**config.mk**
```make
export PLATFORM = sky130hd
export DESIGN_NAME = mem32_arbiter
export DESIGN_NICKNAME = d
export VERILOG_FILES = /design/src/rtl/mem_arb_pkg.sv /design/src/rtl/rr_pick2.sv /design/src/rtl/mem32_arbiter.sv
export SDC_FILE = /design/constraint.sdc
export NUM_CORES = 1
export LEC_CHECK = 0
export BUFFER_PORTS_ARGS = -buffer_cell sky130_fd_sc_hd__buf_4
export CAP_MARGIN = 20
export CORE_MARGIN = 4
export CORE_UTILIZATION = 48
export CTS_CLUSTER_SIZE = 14
export DETAILED_ROUTE_END_ITERATION = 10
export GPL_TIMING_DRIVEN = 1
export PLACE_DENSITY = 0.84
export SLEW_MARGIN = 20
export SYNTH_ARGS = -nofsm -noshare
export SYNTH_HDL_FRONTEND = slang
export SYNTH_SLANG_ARGS = --single-unit
```
**constraint.sdc**
```tcl
create_clock -name clk -period 3.4 [get_ports clk]
set_input_delay 0.34 -clock clk [delete_from_list [all_inputs] [get_ports clk]]
set_output_delay 0.34 -clock clk [all_outputs]
set_load 0.005 [all_outputs]
```
**src/rtl/mem_arb_pkg.sv**
```systemverilog
// mem_arb_pkg: shared types and constants for the 32-byte memory arbiter. Rev 1.0.
`default_nettype none

package mem_arb_pkg;

  localparam int DEF_ADDR_W = 5;
  localparam int DEF_DATA_W = 8;

  typedef enum logic [1:0] {
    IDLE   = 2'd0,
    ACCESS = 2'd1,
    DONE   = 2'd2
  } arb_state_t;

  localparam logic REQ0 = 1'b0;
  localparam logic REQ1 = 1'b1;

endpackage

`default_nettype wire

```
**src/rtl/rr_pick2.sv**
```systemverilog
// rr_pick2: combinational two-way grant picker, round-robin unless MEM_ARB_FIXED_PRIO_EN. Rev 1.0.
`default_nettype none

module rr_pick2
  import mem_arb_pkg::*;
(
  input  logic req0,
`ifndef MEM_ARB_FIXED_PRIO_EN
  input  logic rr_last,
`endif
  input  logic req1,
  output logic grant_valid,
  output logic grant_id
);

  always_comb begin
    grant_valid = req0 | req1;
    grant_id    = REQ0;
    if (req0 && req1) begin
`ifdef MEM_ARB_FIXED_PRIO_EN
      grant_id = REQ0;
`else
      // On a tie the requester that did not win last time goes first.
      grant_id = ~rr_last;
`endif
    end else if (req1) begin
      grant_id = REQ1;
    end
  end

endmodule

`default_nettype wire

```
**src/rtl/mem32_arbiter.sv**
```systemverilog
// mem32_arbiter: two-requester controller for the shared 32-byte memory (IDLE->ACCESS->DONE).
// Rev 1.0. Build option MEM_ARB_FIXED_PRIO_EN: requester 0 always wins ties.
`default_nettype none

module mem32_arbiter
  import mem_arb_pkg::*;
#(
  parameter int ADDR_W = DEF_ADDR_W,
  parameter int DATA_W = DEF_DATA_W
) (
  input  logic              clk,
  input  logic              reset,
  input  logic              req0,
  input  logic              we0,
  input  logic [ADDR_W-1:0] addr0,
  input  logic [DATA_W-1:0] wdata0,
  output logic              done0,
  input  logic              req1,
  input  logic              we1,
  input  logic [ADDR_W-1:0] addr1,
  input  logic [DATA_W-1:0] wdata1,
  output logic              done1,
  output logic [DATA_W-1:0] rdata,
  output logic              busy,
  output logic [ADDR_W-1:0] mem_addr,
  output logic [DATA_W-1:0] mem_wdata,
  output logic              mem_read,
  output logic              mem_write,
  input  logic [DATA_W-1:0] mem_rdata
);

  arb_state_t        state_q, state_d;
  logic              winner_q, winner_d;
  logic [ADDR_W-1:0] mem_addr_q, mem_addr_d;
  logic [DATA_W-1:0] mem_wdata_q, mem_wdata_d;
  logic              mem_read_q, mem_read_d;
  logic              mem_write_q, mem_write_d;
  logic              done0_q, done0_d;
  logic              done1_q, done1_d;
  logic [DATA_W-1:0] rdata_q, rdata_d;
  logic              grant_valid;
  logic              grant_id;
  logic              win_we;

`ifndef MEM_ARB_FIXED_PRIO_EN
  logic rr_last_q, rr_last_d;
`endif

  rr_pick2 u_pick (
    .req0        (req0),
`ifndef MEM_ARB_FIXED_PRIO_EN
    .rr_last     (rr_last_q),
`endif
    .req1        (req1),
    .grant_valid (grant_valid),
    .grant_id    (grant_id)
  );

  assign win_we = (grant_id == REQ1) ? we1 : we0;

  always_comb begin
    state_d     = state_q;
    winner_d    = winner_q;
    mem_addr_d  = mem_addr_q;
    mem_wdata_d = mem_wdata_q;
    rdata_d     = rdata_q;
    mem_read_d  = 1'b0;
    mem_write_d = 1'b0;
    done0_d     = 1'b0;
    done1_d     = 1'b0;
`ifndef MEM_ARB_FIXED_PRIO_EN
    rr_last_d   = rr_last_q;
`endif
    case (state_q)
      IDLE: begin
        if (grant_valid) begin
          state_d     = ACCESS;
          winner_d    = grant_id;
          mem_addr_d  = (grant_id == REQ1) ? addr1  : addr0;
          mem_wdata_d = (grant_id == REQ1) ? wdata1 : wdata0;
          mem_write_d = win_we;
          mem_read_d  = ~win_we;
`ifndef MEM_ARB_FIXED_PRIO_EN
          rr_last_d   = grant_id;
`endif
        end
      end
      ACCESS: begin
        // Read data is only valid while our read strobe is up.
        if (mem_read_q) rdata_d = mem_rdata;
        done0_d = (winner_q == REQ0);
        done1_d = (winner_q == REQ1);
        state_d = DONE;
      end
      DONE:    state_d = IDLE;
      default: state_d = IDLE;
    endcase
  end

  always_ff @(posedge clk or negedge reset) begin
    if (!reset) begin
      state_q     <= IDLE;
      winner_q    <= REQ0;
      mem_addr_q  <= '0;
      mem_wdata_q <= '0;
      mem_read_q  <= 1'b0;
      mem_write_q <= 1'b0;
      done0_q     <= 1'b0;
      done1_q     <= 1'b0;
      rdata_q     <= '0;
`ifndef MEM_ARB_FIXED_PRIO_EN
      rr_last_q   <= REQ1;
`endif
    end else begin
      state_q     <= state_d;
      winner_q    <= winner_d;
      mem_addr_q  <= mem_addr_d;
      mem_wdata_q <= mem_wdata_d;
      mem_read_q  <= mem_read_d;
      mem_write_q <= mem_write_d;
      done0_q     <= done0_d;
      done1_q     <= done1_d;
      rdata_q     <= rdata_d;
`ifndef MEM_ARB_FIXED_PRIO_EN
      rr_last_q   <= rr_last_d;
`endif
    end
  end

  assign busy      = (state_q != IDLE);
  assign done0     = done0_q;
  assign done1     = done1_q;
  assign rdata     = rdata_q;
  assign mem_addr  = mem_addr_q;
  assign mem_wdata = mem_wdata_q;
  assign mem_read  = mem_read_q;
  assign mem_write = mem_write_q;

endmodule

`default_nettype wire

```
==> impl_results.md <==
* Status: complete, no violations
* Worst Path Arrival at approximately 1.4 ns
* Unrepaired setup endpoints after global routing: no
* Ant diodes at 0
* Global placement routability congestion at 0.713
* Dpl hpwl at 2410 um
* Hold/Removal Path Class: in2reg
* Final period util at between 50% and 60%
* Pre-Repair DR Iteration Count at 4
* Layout cells sized above 1 at 48.6%
* Final WL at 3140 um
* Initial antenna violation count at 0
* VDD IR-drop max at about 0.00057 V
* Count of buffers from port buffering at between 60 and 70
* Die area at between 3000 and 4000 um2
* Syn nets at around 150
* Final Hold Viols at 0
* Sink Count at 29
* Detail Route Antenna Nets at 0
* Pwr/cell area at 817 nW/um2
* WL/cell at around 15 um
* # setup viols final at 0
* Slew of the pin with the lowest slew margin at about 0.6 ns
* Cell Area, Synth at roughly 1300 um2
* Largest net degree at the start of global routing at 30
* Sequential fraction of the synthesis area at 56.6%
* Clk slew on worst S/H paths at 0.09 ns
* Slew Viols, Final at 0
* Placed cell count at 201
* Core box area at ~2500 um2
* CTS buffer count at 5
* Setup WS post-layout at 1.68 ns
* Async SR Flop Fraction at between 90% and 100%
* Effective utilization at floorplan at about half
* Die width at 59.7 um
* Worst-path fanout max at 18
* Most frequent cells in the layout: buf_4, dfrtp_1, nand2_1, a21oi_1, a31oi_2
* Cells after synthesis at between 100 and 150
* LEAKAGE at slightly below 0.9 nW
* CP Data Required Time at 3.06 ns
* Number of global-route vias before repair at 1100
* Total grt overflow at 0
* Final Skew at 0.00940 ns
* Most common cell after layout, fill and taps aside: buf_4
* Setup TNS at 0 ns
* YS warnings at 0
* Post-Layout Inst Area at 1830 um2
* Slew headroom at 60.9%
* Tmin final at 1.72 ns
* EDFF count, synth at 0
* Crit Path Category: reg2out
* Pre-CTS setup slack at 1.87 ns
* Fin cells at 209
* Clock Root Buffer: clkbuf_4
* Vert. Die Dim at 59.7 um
* DRC violations left at 0
* Area grow syn2layout at 42.7%
* DR vias at 1089
* Element type at the critical path end: primary output
* Worst setup SP type: register
* Row count at 18
* Via/cell ratio at 5.21
* MaxCap Viol Count at 0
* Flops & latches, synth at 29
* F_max at 0.580 GHz
* Synthesized area per cell at 11.5 um2
* Gr usage total at 19.2%
* Main flop type after synthesis: dfrtp_1
* Wire length of the first global-routing pass at between 4000 and 5000 um
* Max H-tree Level at 2
* Synth unique cells at 23
* Nets@finish at between 200 and 250
* First DRT Iteration DRCs at 23
* CTS max path bufs at 2
* Placement Cell Area at about 1800 um2
* TritonCTS clock tree: built
* # IOs at 66
* Hold_ws at 0.197 ns
* Clk_lat worst skew at 0.32 ns
* Fill cells at 176
[stage by stage]
step	power, mW	utilization [%]
floorplan	0.964	-
global placement	1.26	70.0
detailed placement	1.30	70.0
CTS	1.51	72.6
global route	1.60	72.6
finish	1.50	72.6
[power breakdown]
| group | internal (mW) | switching, mW | total, mW |
|---|---|---|---|
| logic | 0.359 | 0.304 | 0.663 |
| registers | 0.518 | 0.109 | 0.627 |
| clock network | 0.0974 | 0.110 | 0.207 |
| total | 0.974 | 0.523 | 1.50 |
[layer usage]
layer,routed length [um],track usage (%),part of all wire (%)
met5,0,0,0
met4,36,8.23,1.1
met3,286,8.21,9.1
met2,1600,31.9,51
met1,1220,21.3,39
[final cells by class]
| cell class | count | area, um2 | area share, % |
|---|---|---|---|
| clock buffer | 7 | 55.1 | 3.01 |
| multi-input combinational | 75 | 507 | 27.7 |
| timing repair buffer | 66 | 498 | 27.2 |
| sequential | 29 | 727 | 39.7 |
| tap | 30 | 37.5 | 2.05 |
| inverter | 2 | 7.51 | 0.410 |
[cells by family after synthesis]
| logic type | share of synthesized area, % |
|---|---|
| AND/OR/NAND/NOR | 12.7 |
| AO/OA/AOI/OAI | 19.0 |
| buffers and inverters | 3.90 |
| flip-flops | 56.6 |
| multiplexers | 7.80 |
[worst max-delay path: stages, from the launching register on]
cell and delay (ns):
dfrtp_1 0.42, nor2_4 0.40, inv_1 0.09, buf_4 0.15
[flip-flops by register name, indices dropped and copies added (netlist names)]
register	count
done0	1
done1	1
mem_addr	5
mem_read	1
mem_wdata	8
mem_write	1
rdata	8
rr_last_q	1
state_q	2
winner_q	1
[worst paths after layout]
| kind | start | slack [ns] | end | depth (start not counted) |
|---|---|---|---|---|
| max | state_q[0] | 1.68 | busy | 3 |
| min | req0 | 0.20 | rr_last_q | 2 |
| max reg2reg | state_q[0] | 1.95 | mem_addr[2] | 4 |
| min reg2reg | winner_q | 0.47 | done0 | 1 |
| max in group asynchronous | reset | 2.62 | rr_last_q | 2 |
| min in group asynchronous | reset | 0.48 | mem_wdata[6] | 2 |
[cell usage after synthesis (2+ instances only)]
| library cell | instances | area share [%] |
|---|---|---|
| a21oi_1 | 14 | 5.5 |
| a31oi_1 | 5 | 2.4 |
| a31oi_2 | 9 | 8.8 |
| and2_1 | 2 | 0.97 |
| buf_2 | 4 | 1.6 |
| buf_6 | 2 | 1.8 |
| dfrtp_1 | 28 | 55 |
| mux2_1 | 8 | 7.0 |
| nand2_1 | 26 | 7.6 |
[repair_timing]
item / CTS / global route
gates resized for setup: 0 / 0
setup endpoints to repair: 0 / 0
hold buffers: 1 / 0
setup buffers: 0 / 0
endpoints found under the hold margin: 28 / 0
(Power assumes the default switching activity.)
